===== config.mk =====
export PLATFORM = sky130hd
export DESIGN_NAME = ee357_4x32_demux_q
export DESIGN_NICKNAME = d
export VERILOG_FILES = /design/src/rtl/ee357_4x32_demux_q.sv
export SDC_FILE = /design/constraint.sdc
export NUM_CORES = 1
export LEC_CHECK = 0
export BUFFER_PORTS_ARGS = -buffer_cell sky130_fd_sc_hd__buf_2
export CORE_UTILIZATION = 40
export CTS_CLUSTER_SIZE = 8
export DETAILED_ROUTE_END_ITERATION = 6
export HOLD_SLACK_MARGIN = 0.1
export PLACE_DENSITY = 0.71
export SLEW_MARGIN = 20
export SYNTH_ARGS = -nofsm -noshare
export SYNTH_HDL_FRONTEND = slang
export SYNTH_SLANG_ARGS = --single-unit

===== constraint.sdc =====
create_clock -name clk -period 2.4 [get_ports clk]
set_input_delay 0.12 -clock clk [delete_from_list [all_inputs] [get_ports clk]]
set_output_delay 0.12 -clock clk [all_outputs]
set_load 0.05 [all_outputs]

===== src/rtl/ee357_4x32_demux_q.sv =====
// rtl/ee357_4x32_demux_q.sv - queued 1-to-4 demultiplexer with per-port valid/ready delivery
//
// Purpose:
//   Accepts a WIDTH-bit word and a 2-bit destination code per input handshake.
//   Buffers the pair in a DEPTH-entry FIFO and presents the head word to exactly
//   one of four destination ports. Delivery is strictly in order, so a stalled
//   head blocks every later word, including words bound for other ports.
//
// Optional feature macro: EE357_DEMUX_STATS_EN
//   When defined, four CW-bit wrapping counters count the words delivered to each port.
//   When undefined, stat_count is tied to zero and stat_sel is ignored.
//
// Ports:
//   clk        in   rising-edge clock
//   rst_n      in   asynchronous active-low reset
//   in_valid   in   producer has a word
//   in_ready   out  FIFO can accept (not full and out of reset)
//   in_data    in   word to deliver
//   in_sel     in   destination port 0..3
//   out_valid  out  one-hot destination of the head word (0 when empty)
//   out_ready  in   per-port consumer ready; only the head port's bit matters
//   out_data   out  head word on a shared bus (0 when empty)
//   occupancy  out  number of entries held
//   stat_sel   in   statistics counter select
//   stat_count out  delivered-word count for port stat_sel
module ee357_4x32_demux_q #(
  parameter int WIDTH = 32,
  parameter int DEPTH = 2,
  parameter int CW    = 16
) (
  input  logic                       clk,
  input  logic                       rst_n,
  input  logic                       in_valid,
  output logic                       in_ready,
  input  logic [WIDTH-1:0]           in_data,
  input  logic [1:0]                 in_sel,
  output logic [3:0]                 out_valid,
  input  logic [3:0]                 out_ready,
  output logic [WIDTH-1:0]           out_data,
  output logic [$clog2(DEPTH):0]     occupancy,
  input  logic [1:0]                 stat_sel,
  output logic [CW-1:0]              stat_count
);

  localparam int AW = $clog2(DEPTH);
  localparam int OW = AW + 1;

  logic [WIDTH-1:0] r_mem_data [DEPTH];
  logic [1:0]       r_mem_sel  [DEPTH];
  logic [AW-1:0]    r_wr_ptr;
  logic [AW-1:0]    r_rd_ptr;
  logic [OW-1:0]    r_occ;

  logic             w_empty;
  logic             w_full;
  logic             w_push;
  logic             w_pop;
  logic [1:0]       w_head_sel;
  logic [3:0]       w_head_onehot;

  assign w_empty       = (r_occ == '0);
  assign w_full        = (r_occ == OW'(DEPTH));
  assign w_head_sel    = r_mem_sel[r_rd_ptr];
  assign w_head_onehot = 4'b0001 << w_head_sel;

  // Gating with rst_n keeps in_ready low for the whole reset window.
  assign in_ready  = !w_full && rst_n;
  assign out_valid = w_empty ? 4'b0000 : w_head_onehot;
  assign out_data  = w_empty ? '0 : r_mem_data[r_rd_ptr];
  assign occupancy = r_occ;

  assign w_push = in_valid && in_ready;
  // Ready bits of non-head ports are masked off by the one-hot out_valid.
  assign w_pop  = |(out_valid & out_ready);

  // DEPTH is a power of two, so pointers wrap DEPTH-1 -> 0 by natural overflow.
  always_ff @(posedge clk or negedge rst_n) begin
    if (!rst_n) begin
      r_wr_ptr <= '0;
      r_rd_ptr <= '0;
      r_occ    <= '0;
      for (int i = 0; i < DEPTH; i++) begin
        r_mem_data[i] <= '0;
        r_mem_sel[i]  <= '0;
      end
    end else begin
      if (w_push) begin
        r_mem_data[r_wr_ptr] <= in_data;
        r_mem_sel[r_wr_ptr]  <= in_sel;
        r_wr_ptr             <= r_wr_ptr + AW'(1);
      end
      if (w_pop) begin
        r_rd_ptr <= r_rd_ptr + AW'(1);
      end
      case ({w_push, w_pop})
        2'b10:   r_occ <= r_occ + OW'(1);
        2'b01:   r_occ <= r_occ - OW'(1);
        default: r_occ <= r_occ;
      endcase
    end
  end

`ifdef EE357_DEMUX_STATS_EN
  logic [CW-1:0] r_stat_cnt [4];

  always_ff @(posedge clk or negedge rst_n) begin
    if (!rst_n) begin
      for (int k = 0; k < 4; k++) begin
        r_stat_cnt[k] <= '0;
      end
    end else if (w_pop) begin
      r_stat_cnt[w_head_sel] <= r_stat_cnt[w_head_sel] + CW'(1);
    end
  end

  assign stat_count = r_stat_cnt[stat_sel];
`else
  logic w_unused_stat_sel;
  assign w_unused_stat_sel = ^stat_sel;
  assign stat_count        = '0;
`endif

endmodule

# After elaboration in Yosys (flattened, before gate mapping)
# Cells that the tools add are included.
# Widths: inputs -> output; s select.
[op_classes] muxes=15 eq_ne=3 bitwise_logic=3 n_reduce_logical=7 n_lt_le_gt_ge=3 add_sub_neg=4 shift=1
[op_table] op="$mux 32" n=5
[op_table] op="$bwmux 64" n=1
[op_table] op="$demux 32 s1" n=1
[op_table] op="$mux 2" n=4
[op_table] op="$and 4x4->4" n=1
[op_table] op="$bwmux 4" n=1
[op_table] op="$eq 2x2->1 const B" n=2
[op_table] op="$ge 2x2->1 const B" n=2
[op_table] op="$mux 4" n=1
[op_table] op="$not 1->2" n=2
[op_table] op="$pmux 2 s2" n=1
[op_table] op="$reduce_or 4->1" n=1
[op_table] op="$shl 1x2->4 const A" n=1
[op_table] op="$logic_and 1x1->1" n=3
[op_table] op="$add 1x1->1 const B" n=2
[op_table] op="$add 2x1->2 const B" n=1
[op_table] op="$demux 2 s1" n=1
[op_table] op="$eq 2x1->1 const B" n=1
[op_table] op="$logic_not 2->1" n=1
[op_table] op="$lt 2x1->1 const B" n=1
[op_table] op="$reduce_bool 2->1" n=1
[op_table] op="$sub 2x1->2 const B" n=1
[op_table] op="$logic_not 1->1" n=1
[word_totals] inputBits=43 output_inout_bits=55 reg_bits=72 word_cells=43

# Logic depth before layout (Yosys ltp)
[logic_depth] depth_word=10 mapped_depth=9 ltp_nobuf=8

# Worst setup path after synthesis
# No wires, ideal clock.
[synth_path] kind="register to output" startpoint="reg r_occ[0], in the netlist occupancy[0]" endpoint="out out_data[0]" path_buffers=2 arrival_time_ps=1965 stages_incl_launch_ff=5 path_slack_ps=315 t_required_ps=2280 path_cell_list="dfrtp_1 nor2_1 clkbuf_1 buf_1 nor2_1"
[synth_between] elab_chain_cells=2
[synth_lines] element="start, declared" line_no="52" text="logic [OW-1:0] r_occ;"
[synth_lines] element="start signal, assigned" line_no="96" text="2'b10: r_occ <= r_occ + OW'(1);"
[synth_lines] element="start signal, assigned" line_no="97" text="2'b01: r_occ <= r_occ - OW'(1);"
[synth_lines] element="start signal, assigned" line_no="98" text="default: r_occ <= r_occ;"
[synth_lines] element="$logic_not 2->1" line_no="61" text="assign w_empty = (r_occ == '0);"
[synth_lines] element="$mux 32" line_no="69" text="assign out_data = w_empty ? '0 : r_mem_data[r_rd_ptr];"
[synth_lines] element="end, declared" line_no="39" text="output logic [WIDTH-1:0] out_data,"
# Every way passes these cells.

# Worst setup path after layout
[layout_path] startpoint="reg r_rd_ptr" endpoint="out out_valid[1]"
[layout_between] elab_chain_cells=6
[layout_lines] element="start, declared" line_no="51" text="logic [AW-1:0] r_rd_ptr;"
[layout_lines] element="start signal, assigned" line_no="93" text="r_rd_ptr <= r_rd_ptr + AW'(1);"
[layout_lines] element="$not 1->2 (implied by the code)" line_no="63" text="assign w_head_sel = r_mem_sel[r_rd_ptr];"
[layout_lines] element="$mux 2 (implied by the code) (3 in series)" line_no="63"
[layout_lines] element="$shl 1x2->4" line_no="64" text="assign w_head_onehot = 4'b0001 << w_head_sel;"
[layout_lines] element="$mux 4" line_no="68" text="assign out_valid = w_empty ? 4'b0000 : w_head_onehot;"
[layout_lines] element="end, declared" line_no="37" text="output logic [3:0] out_valid,"
# Every way passes these cells. The select of a mux whose other input is x is not followed.

==> results.json <==
{
  "cp-start-kind": "register",
  "finalCoreUtilization_pct": 52.9,
  "start_util_pct": 41.4,
  "place_hpwl_um": 4780,
  "gr-total-overflow": 0,
  "drc": 0,
  "final.min_clock_period_ns": 2.10,
  "multi_input_comb_area_sq_um": 1630,
  "cts_repair_resized_insts": 0,
  "setup.worst_path.class": "reg2out",
  "slew_headroom_pct": 66.6,
  "regArea_sq_um": 1800,
  "vertical_die_dimension_um": 97.2,
  "post_synth_and_or_nand_nor_area_fraction_pct": 5.83,
  "first_global_vias": 2573,
  "path_clk_slew_ns": 0.07,
  "fp_rows": 34,
  "max_freq_mhz": 476,
  "clock_sink_count": 72,
  "via_count": 2458,
  "cap_viol_max_count": 0,
  "setup_tns_ns": 0,
  "grt_start_max_net_pins": 38,
  "cts_buffers": 9,
  "layout_commonest_cell": "sky130_fd_sc_hd__buf_2",
  "io_buffers": 79,
  "crit_path_end_kind": "output port",
  "core_region_area_sq_um": 8760,
  "critical_path_arrival_ns": 1.98,
  "finClkSkew_ns": 0.00551,
  "design.final.nets": 439,
  "drt_pre_antenna_iters": 4,
  "final.period_utilization_pct": 87.5,
  "filler_cell_count": 758,
  "synthesis.area_sq_um": 3620,
  "syn_area_per_cell_sq_um": 13.1,
  "seq_area_frac_synth_pct": 49.7,
  "finalMaxSlewViolations": 0,
  "die_width_um": 97.2,
  "cts_post_setup_buffers_inserted": 0,
  "number_of_warnings_reported_in_the_yosys_synthesis_log": 0,
  "first_pass_grt_wire_length_um": 12600,
  "wire_per_inst_um": 14.6,
  "worst_pin_slew_ns": 0.501,
  "postRouteAntennaNets": 0,
  "clockRootBuffer": "sky130_fd_sc_hd__clkbuf_8",
  "synth-compound-area-share_pct": 2.42,
  "final-setup-viol-count": 0,
  "clock_tree.htree_level_count": 3,
  "rsz0062_at_grt": "no",
  "main_combinational_cell_family_by_area_after_synthesis": "multiplexers",
  "detail_route.iter0.violations": 56,
  "syn_to_final_growth_pct": 27.9,
  "post_synth_xor_area_fraction_pct": 0.725,
  "grtUsageTotal_pct": 16.8,
  "synth.mux.area_fraction_pct": 33.8,
  "sum_of_routed_wire_length_over_all_layers_um": 7420,
  "grt_antenna_before_repair": 0,
  "worstSkewPairLatency_ns": 0.34,
  "cts_tree": "yes",
  "clock_tree.buffer_depth": 2,
  "layout-drive-gt1-share_pct": 44.5,
  "yosys_register_bits": 72,
  "outcome": "completed",
  "io_pins": 98,
  "hold_violation_count_in_the_final_report": 0,
  "layout.cells.most_common_list": "sky130_fd_sc_hd__buf_2, sky130_fd_sc_hd__dfrtp_1, sky130_fd_sc_hd__nor2_1, sky130_fd_sc_hd__mux2_2",
  "gp_congestion": 0.733,
  "design.die.area_sq_um": 9450,
  "synthDistinctLibCells": 31,
  "holdWs_ns": 0.122,
  "worstHoldPathType": "in2reg",
  "critical_path.max_fanout": 21,
  "n_antenna_cell": 0,
  "critPathRequiredTime_ns": 2.28,
  "synth_cells": 277,
  "post_drt_via_cell_ratio": 4.84,
  "synth_fa_ha_area_share_pct": 0.345
}
## timing repair
action / in CTS / in global routing
hold buffers: 35 / 0
setup endpoints to repair: 0 / 0
endpoints found under the hold margin: 140 / 0
## worst paths after layout
check                               from              to  slack [ns]  depth (start not counted)
max                             r_rd_ptr    out_valid[1]        0.30                          5
min                             in_valid        r_wr_ptr        0.12                          4
max reg2reg                 r_mem_sel[0]    occupancy[1]        0.37                          7
min reg2reg                r_mem_data[9]   r_mem_data[9]        0.51                          1
max in group asynchronous          rst_n        r_rd_ptr        1.61                          3
min in group asynchronous          rst_n  r_mem_data[21]        0.42                          3
## kinds of logic (layout without fill, tap and decap cells)
family / Yosys count / count (layout)
muxes: 103 / 103
xor gates and xnor gates: 3 / 3
AOI/OAI and AO/OA: 11 / 11
DFF: 72 / 72
and+or+nand+nor: 51 / 51
adders and majority gates: 1 / 1
other: 1 / 16
buffers and inverters: 35 / 143
## critical path, cell delays in order (launching register included)
cell and delay (ns):
sky130_fd_sc_hd__dfrtp_2 0.39, sky130_fd_sc_hd__buf_4 0.33, sky130_fd_sc_hd__inv_1 0.16, sky130_fd_sc_hd__o32a_1 0.37, sky130_fd_sc_hd__nor2_1 0.11, sky130_fd_sc_hd__buf_2 0.27
## registers in the layout, summed over array words and instances, names as in the netlist
| register | flops |
|---|---|
| occupancy | 2 |
| r_wr_ptr | 1 |
| r_mem_sel | 4 |
| r_mem_data | 64 |
| r_rd_ptr | 1 |
## Yosys cell counts (all sizes together)
| cell | n | area share (%) |
|---|---|---|
| a211oi | 1 | 0.21 |
| a21o | 1 | 0.21 |
| a21oi | 3 | 0.41 |
| a222oi | 1 | 0.28 |
| a32oi | 1 | 0.24 |
| and2 | 1 | 0.17 |
| buf | 28 | 6.4 |
| clkbuf | 4 | 0.41 |
| conb | 1 | 0.10 |
| dfrtp | 72 | 50 |
| ha | 1 | 0.35 |
| inv | 3 | 0.31 |
| mux2 | 68 | 24 |
| mux2i | 35 | 9.7 |
| nand2 | 3 | 0.31 |
| nand3 | 3 | 0.55 |
| nor2 | 40 | 4.1 |
| nor2b | 2 | 0.35 |
| nor3 | 1 | 0.14 |
| o211ai | 1 | 0.35 |
| o21a | 1 | 0.24 |
| o31ai | 1 | 0.21 |
| o32a | 1 | 0.28 |
| or2 | 1 | 0.17 |
| xnor2 | 3 | 0.73 |
## cell type report
cell class,count,share of cell area (%)
Clock inverter,6,2.00
Multi-Input combinational cell,185,35.2
Inverter,3,0.243
Timing Repair Buffer,124,18.0
Clock buffer,10,2.75
Tap cell,108,2.91
Sequential cell,72,38.9
## through the flow
step | cells | area [sq um] | setup WS, ns
final | 508 | 4640 | 0.301
after global routing | 508 | 4640 | 0.157
after floorplan | 292 | 3680 | 0.315
after global placement | 457 | 4070 | 0.429
after detailed placement | 457 | 4070 | 0.408
after CTS | 508 | 4640 | 0.274
## routing by layer
metal	GRT usage [%]	vias up	wire (um)
met5	0	-	0
met2	28.1	77	3580
met1	20.9	1214	3420
met3	5.11	9	344
li1	-	1158	-
met4	4.48	0	76
Power is left out: the tool's default activity adds up to more than one toggle a clock period on the data nets, which glitch-free logic cannot reach.
